### config.mk
export PLATFORM = sky130hd
export DESIGN_NAME = fft_butterfly
export DESIGN_NICKNAME = d
export VERILOG_FILES = /design/src/rtl/fft_butterfly.sv
export SDC_FILE = /design/constraint.sdc
export NUM_CORES = 2
export LEC_CHECK = 0
export CAP_MARGIN = 40
export CELL_PAD_IN_SITES_DETAIL_PLACEMENT = 0
export CELL_PAD_IN_SITES_GLOBAL_PLACEMENT = 2
export CORE_UTILIZATION = 47
export DETAILED_ROUTE_END_ITERATION = 8
export DONT_BUFFER_PORTS = 1
export GPL_TIMING_DRIVEN = 1
export PLACE_DENSITY = 0.9
export SYNTH_ARGS = -nofsm -noshare
export SYNTH_HDL_FRONTEND = slang
export SYNTH_SLANG_ARGS = --single-unit
### constraint.sdc
create_clock -name clk -period 1.44 [get_ports clk]
set_input_delay 0.288 -clock clk [delete_from_list [all_inputs] [get_ports clk]]
set_output_delay 0.288 -clock clk [all_outputs]
set_load 0.03 [all_outputs]
### src/rtl/fft_butterfly.sv
// Radix-2 DIT complex butterfly in signed Q1.(DATA_WIDTH-1): A' = A + B*W, B' = A - B*W, one registered cycle.
// Optional build macro FFT_BUTTERFLY_SCALE_EN applies a floor 1/2 scale to every sum before saturation.
module fft_butterfly #(
  parameter int DATA_WIDTH = 16
) (
  input  logic                           clk,
  input  logic                           rst_n,
  input  logic                           en,
  input  logic signed [DATA_WIDTH-1:0]   data_a_real,
  input  logic signed [DATA_WIDTH-1:0]   data_a_imag,
  input  logic signed [DATA_WIDTH-1:0]   data_b_real,
  input  logic signed [DATA_WIDTH-1:0]   data_b_imag,
  input  logic signed [DATA_WIDTH-1:0]   twiddle_real,
  input  logic signed [DATA_WIDTH-1:0]   twiddle_imag,
  output logic signed [DATA_WIDTH-1:0]   out_a_real,
  output logic signed [DATA_WIDTH-1:0]   out_a_imag,
  output logic signed [DATA_WIDTH-1:0]   out_b_real,
  output logic signed [DATA_WIDTH-1:0]   out_b_imag
);

  localparam int PW = 2 * DATA_WIDTH;
  localparam int SW = PW + 1;
  localparam int RW = DATA_WIDTH + 2;
  localparam int AW = DATA_WIDTH + 3;

  localparam logic signed [SW-1:0] RND_HALF =
    {{(SW-DATA_WIDTH+1){1'b0}}, 1'b1, {(DATA_WIDTH-2){1'b0}}};
  localparam logic signed [AW-1:0] SAT_MAX =
    {{(AW-DATA_WIDTH+1){1'b0}}, {(DATA_WIDTH-1){1'b1}}};
  localparam logic signed [AW-1:0] SAT_MIN =
    {{(AW-DATA_WIDTH+1){1'b1}}, {(DATA_WIDTH-1){1'b0}}};

  function automatic logic signed [RW-1:0] round_q(input logic signed [SW-1:0] x);
    logic signed [SW-1:0] t;
    logic signed [SW-1:0] s;
    t = x + RND_HALF;
    s = t >>> (DATA_WIDTH - 1);
    return s[RW-1:0];
  endfunction

  function automatic logic signed [AW-1:0] scale(input logic signed [AW-1:0] x);
`ifdef FFT_BUTTERFLY_SCALE_EN
    return x >>> 1;
`else
    return x;
`endif
  endfunction

  function automatic logic signed [DATA_WIDTH-1:0] saturate(input logic signed [AW-1:0] x);
    if (x > SAT_MAX)
      return SAT_MAX[DATA_WIDTH-1:0];
    else if (x < SAT_MIN)
      return SAT_MIN[DATA_WIDTH-1:0];
    else
      return x[DATA_WIDTH-1:0];
  endfunction

  // Stage p0: full-precision products; operands widened so 0x8000*0x8000 stays exact.
  logic signed [PW-1:0] br_p0, bi_p0, wr_p0, wi_p0;
  logic signed [PW-1:0] p_rr_p0, p_ii_p0, p_ri_p0, p_ir_p0;
  logic signed [SW-1:0] pr_p0, pi_p0;
  logic signed [AW-1:0] ar_p0, ai_p0, pr_rnd_p0, pi_rnd_p0;
  logic signed [AW-1:0] sum_ar_p0, sum_ai_p0, sum_br_p0, sum_bi_p0;

  assign br_p0 = PW'(data_b_real);
  assign bi_p0 = PW'(data_b_imag);
  assign wr_p0 = PW'(twiddle_real);
  assign wi_p0 = PW'(twiddle_imag);

  assign p_rr_p0 = br_p0 * wr_p0;
  assign p_ii_p0 = bi_p0 * wi_p0;
  assign p_ri_p0 = br_p0 * wi_p0;
  assign p_ir_p0 = bi_p0 * wr_p0;

  assign pr_p0 = SW'(p_rr_p0) - SW'(p_ii_p0);
  assign pi_p0 = SW'(p_ri_p0) + SW'(p_ir_p0);

  assign pr_rnd_p0 = AW'(round_q(pr_p0));
  assign pi_rnd_p0 = AW'(round_q(pi_p0));
  assign ar_p0     = AW'(data_a_real);
  assign ai_p0     = AW'(data_a_imag);

  assign sum_ar_p0 = ar_p0 + pr_rnd_p0;
  assign sum_ai_p0 = ai_p0 + pi_rnd_p0;
  assign sum_br_p0 = ar_p0 - pr_rnd_p0;
  assign sum_bi_p0 = ai_p0 - pi_rnd_p0;

  // Stage p1: output registers, loaded only on enabled edges.
  always_ff @(posedge clk or negedge rst_n) begin
    if (!rst_n) begin
      out_a_real <= '0;
      out_a_imag <= '0;
      out_b_real <= '0;
      out_b_imag <= '0;
    end else if (en) begin
      out_a_real <= saturate(scale(sum_ar_p0));
      out_a_imag <= saturate(scale(sum_ai_p0));
      out_b_real <= saturate(scale(sum_br_p0));
      out_b_imag <= saturate(scale(sum_bi_p0));
    end
  end

endmodule

---- Yosys cells after proc, flatten, opt, wreduce, memory -nomap -nowiden ----
Cells that the tools add are included.
storage, ports and cells
  memory bits (read-only) ................. 0
  output and inout bits ................... 64
  memories ................................ 0
  input bits .............................. 99
  word-level logic and storage cells ...... 32
  bits in latches ......................... 0
  flip-flop bits (word level) ............. 64
  memory bits (writable) .................. 0
operators by class
  $lt $le $gt $ge ......................... 8
  eq/ne operators ......................... 0
  multiply operators ...................... 4
  shift operators ......................... 0
  muxes and demuxes ....................... 8
  reductions and logical operators ........ 0
  $add $sub $neg .......................... 8
  divide/modulo/power cells ............... 0
  bitwise operators ....................... 0
operators by type and width
  cell                                                                    number
  16-bit by 16-bit multiplier with 32-bit output                          4
  16-bit 2-to-1 mux                                                       8
  19-bit by 16-bit > comparator with 1-bit output, second input constant  4
  19-bit by 16-bit < comparator with 1-bit output, second input constant  4
  33-bit by 16-bit adder with 33-bit output, second input constant        2
  16-bit by 18-bit adder with 19-bit output                               2
  16-bit by 18-bit subtractor with 19-bit output                          2
  32-bit by 32-bit adder with 33-bit output                               1
  32-bit by 32-bit subtractor with 33-bit output                          1

---- Longest topological paths before layout ----
  depth in word-level cells ............... 7
  mapped depth ............................ 39
  depth with buffers taken out ............ 36

---- Least setup slack after synthesis ----
OpenSTA, ideal clock, no wires.
  path type ............................... in2reg
  start ................................... in data_b_imag[15]
  end ..................................... reg out_a_real[0]
  required time ........................... 1,315 ps
  path buffers ............................ 2
  arrival time ............................ 9,291 ps
  slack ................................... -7,975 ps
  stages .................................. 34
  cells stage by stage .................... clkbuf_1 -> nand2_1 -> inv_1 -> fa_1 -> inv_1 -> fa_1 -> inv_1 -> fa_1 -> inv_1 -> fa_1 -> fa_1 -> fa_1 -> fa_1 -> fa_1 -> ha_1 -> and3_1 -> o2111a_1 -> a22oi_1 -> nand2_1 -> a211o_1 -> a31o_2 -> a21oi_1 -> xnor2_1 -> ha_1 -> clkbuf_1 -> and2_1 -> a21o_1 -> a311oi_1 -> a2bb2oi_1 -> a21oi_1 -> o41a_1 -> a31o_1 -> a21boi_1 -> mux2_2
between the ends
  cells in the longest elaborated chain, start to end .. 7
RTL lines
  item                                                line  source
  start: declaration                                  12    input logic signed [DATA_WIDTH-1:0] data_b_imag,
  16-bit by 16-bit multiplier with 32-bit output (*)  71    assign p_ii_p0 = bi_p0 * wi_p0;
  32-bit by 32-bit subtractor with 33-bit output (*)  75    assign pr_p0 = SW'(p_rr_p0) - SW'(p_ii_p0);
  33-bit by 16-bit adder with 33-bit output (*)       36    t = x + RND_HALF;
  16-bit by 18-bit adder with 19-bit output (*)       83    assign sum_ar_p0 = ar_p0 + pr_rnd_p0;
  19-bit by 16-bit < comparator with 1-bit output     52    else if (x < SAT_MIN)
  16-bit 2-to-1 mux                                   52
  16-bit 2-to-1 mux (*)                               50    if (x > SAT_MAX)
  end signal: assignment                              96    out_a_real <= saturate(scale(sum_ar_p0));
  end: declaration                                    15    output logic signed [DATA_WIDTH-1:0] out_a_real,
Every way passes the cells marked *; elsewhere a longest branch is shown, timed or not.
A chain may end at the register's enable or synchronous reset.

---- Worst setup path after layout ----
  start ................................... in data_b_imag[7]
  end ..................................... reg out_a_imag[11]
between the ends
  cells in the longest elaborated chain, start to end .. 7
RTL lines
  item                                                line  source
  16-bit by 16-bit multiplier with 32-bit output (*)  73    assign p_ir_p0 = bi_p0 * wr_p0;
  32-bit by 32-bit adder with 33-bit output (*)       76    assign pi_p0 = SW'(p_ri_p0) + SW'(p_ir_p0);
  33-bit by 16-bit adder with 33-bit output (*)       36
  16-bit by 18-bit adder with 19-bit output (*)       84    assign sum_ai_p0 = ai_p0 + pi_rnd_p0;
  19-bit by 16-bit < comparator with 1-bit output     52
  16-bit 2-to-1 mux                                   52
  16-bit 2-to-1 mux (*)                               50
  end signal: assignment                              97    out_a_imag <= saturate(scale(sum_ai_p0));
  end: declaration                                    16    output logic signed [DATA_WIDTH-1:0] out_a_imag,
Marks and branches as above.

==> qor.txt <==
Crit path depth - 39
Compound-gate portion of the synthesized area - 4.935%
Endpoint class of the critical path - flip-flop
Routed wire length - 129500 µm
Max Clk Rate - 113.5 MHz
Number of flops mapped to enable cells by yosys - 0
CP startpoint - data_b_imag[7]
Worst-Margin Slew - 0.4772 ns
Die area - 0.09900 mm²
RePlAce Congestion - 0.8721
Final Critical Period - 8.809 ns
Worst Path Buf+Inv - 10
RSZ-0062 raised after global routing - true
Mux share of post-synthesis cell area - 0.08988%
Reg2reg setup slack - 0.49 ns
CP top delay family - adder cells
Status - complete, but fails checks
Main combinational cell family by area after synthesis - adder cells
Row count - 114
Clock Root Buffer - clkbuf_16
DRT iter0 DRCs - 1785
Via count - 33.23k
Relative slew slack - 67.94%
Setup CP Type - in -> reg
Worst setup endpoint - out_a_imag[11]$_DFFE_PN0P_
Syn Area/Cell - 9.193 µm²
Final net count - 6883
Period utilisation layout - 611.7%
Layout cells sized above 1 - 13.53%
Main synth FF type - dfrtp_1
Worst endpoint required time - 1.67 ns
Total GRT Usage - 27.37%
IO Pins - 163
CTS clk-pin slew, worst paths - 0.06 ns
RR Startpoint - out_a_real[0]$_DFFE_PN0P_
Setup crit start kind - input pin
Clock Skew - 0 ns
TritonRoute pass-1 iters - 6
First-pass GRT wire length - 206200 µm
R2R depth - 1
Die extent in x - 314.6 µm
Vias in the first global route - 36.70k
Clock Sinks - 64
Post-synth cell types - 80
Routed len/inst - 19.89 µm
Dpl ws - -7.915 ns
Pin count of the biggest net entering global routing - 65
Post-DP HPWL - 100400 µm
CP arrival - 9.04 ns
Longest Clk Path Bufs - 2
GR Overflow Total - 0
Hold Slack - -0.3622 ns
Largest area contributor in the netlist - fa_1
Post-route worst setup slack - -7.369 ns
Adder-cell share of the synthesized area - 61.59%
Cell mode on critical path - fa_1
Clk Latency, worst-skew pair - 0.34 ns
YS warnings - 0
Synth Register Bits - 64
CTS tree - done
Critical R2R Capture - out_a_real[0]$_DFFE_PN0P_
Cts bufs inserted - 9
Core area - 0.09671 mm²
Slowest stage cell, crit path - fa_1
IO Port Bufs - 0
Cell Area, Synth - 0.04594 mm²
CP max stage delay - 0.56 ns
Most frequent cell after synthesis - inv_1
Maximum Capacitance Violations - 0
Failing checks - negative hold slack, negative setup slack
Initial antenna violation count - 2
H-tree levels - 3
Synth Net Count - 6651
Mapped Cells - 4997
Number of routed nets with antenna violations - 0
Final count of hold timing violations - 64
Yosys top cell area share - 51.29%
Worst hold path class - in -> async
Vias/cell - 5.104
Sequential element share of the synthesized area - 3.486%
Synth top cells by count - inv_1 (1363), fa_1 (1177), nand2_1 (521)
Max Slew Vio Count - 0
Synth Area in XOR/XNOR - 2.707%
CP max FO - 32
Initial Utilization - 47.50%
Top cells by area, synth - fa_1 (51%), inv_1 (11%), ha_1 (10%)
DRC viols - 0
Die height - 314.6 µm
Simple-gate share of the synthesized area - 14.07%
Area growth from synthesis to layout - 13.33%
Post-synth ARST share - 100.0%
Final number of setup-violating endpoints - 64
## worst min path at each step
stage	start	end	slack, ns	depth (start not counted)
after CTS	rst_n	out_a_imag[14]$_DFFE_PN0P_	-0.38	0
after floorplan	rst_n	out_a_imag[0]$_DFFE_PN0P_	-0.008	0
final	rst_n	out_b_imag[12]$_DFFE_PN0P_	-0.36	0
after global routing	rst_n	out_a_imag[14]$_DFFE_PN0P_	-0.38	0
after global placement	rst_n	out_a_imag[15]$_DFFE_PN0P_	-0.006	0
after detailed placement	rst_n	out_b_imag[12]$_DFFE_PN0P_	-0.007	0
## timing repair
| action | CTS | global route |
|---|---|---|
| buffers inserted | 32 | 20 |
| endpoints found under the hold margin | 64 | 64 |
| pin swaps | 74 | 55 |
| setup endpoints to repair | 64 | 64 |
| cloned | 4 | 1 |
| resized for setup | 152 | 112 |
## metrics by stage
step	cells	setup TNS [ns]	hold slack [ns]	area [µm²]	util [%]
final	6511	-464.61	-0.3622	52060	53.83
after global routing	6510	-483.95	-0.3822	52060	53.83
after CTS	6490	-457.51	-0.3773	51340	53.09
after global placement	6442	-490.09	-0.006483	50000	51.70
after floorplan	4997	-459.71	-0.007591	46310	-
after detailed placement	6442	-497.39	-0.006766	50000	51.70
## cell usage in the layout, fill, tap and decap left out, types with 7 or more instances in the layout
master,instances
o21a_1,8
fa_1,1168
o311ai_2,9
ha_4,12
fa_2,9
nor2_1,134
o211ai_1,9
a21oi_2,38
and2_4,15
inv_1,1346
buf_12,10
xor2_1,36
and2_1,500
nand3_1,10
xnor2_1,92
nor3_1,17
buf_6,24
a21oi_4,8
a21o_1,16
o21bai_1,10
buf_4,412
a31oi_1,8
a21oi_1,76
nand2_1,516
nor2b_1,7
nand2b_1,37
o21ai_2,18
o21ai_1,13
xnor2_2,9
o21ai_0,31
inv_2,15
dfrtp_1,64
ha_1,363
clkbuf_16,12
## layer usage
layer / track usage, % / part of all wire [%] / up-vias
li1: - / - / 14860
met1: 35.23 / 40 / 17240
met2: 46.88 / 50 / 922
met3: 4.256 / 5.9 / 203
met4: 9.433 / 4.2 / 0
met5: 0 / 0 / -
## cell families after synthesis
kind of cell / count (synthesis)
compound gates: 340
xor+xnor: 142
fa+ha+maj: 1555
buf+inv: 1595
flops: 64
mux: 4
simple gates: 1297
## flip-flops by register name, summed over array words and instances, names as in the netlist
register,flops
out_a_imag,16
out_b_real,16
out_a_real,16
out_b_imag,16
## final cells by class
cell class,instances,area [µm²]
diodes,1,2.502
clock inverters,5,56.30
flip-flops and latches,64,1602
multi-input cells,3338,39730
repair buffers,451,3694
clock buffers,11,242.7
fillers,8875,44650
inverters,1365,5136
well taps,1276,1597
Power is left out: the tool's default activity adds up to more than one toggle a clock period on the data nets, which glitch-free logic cannot reach.
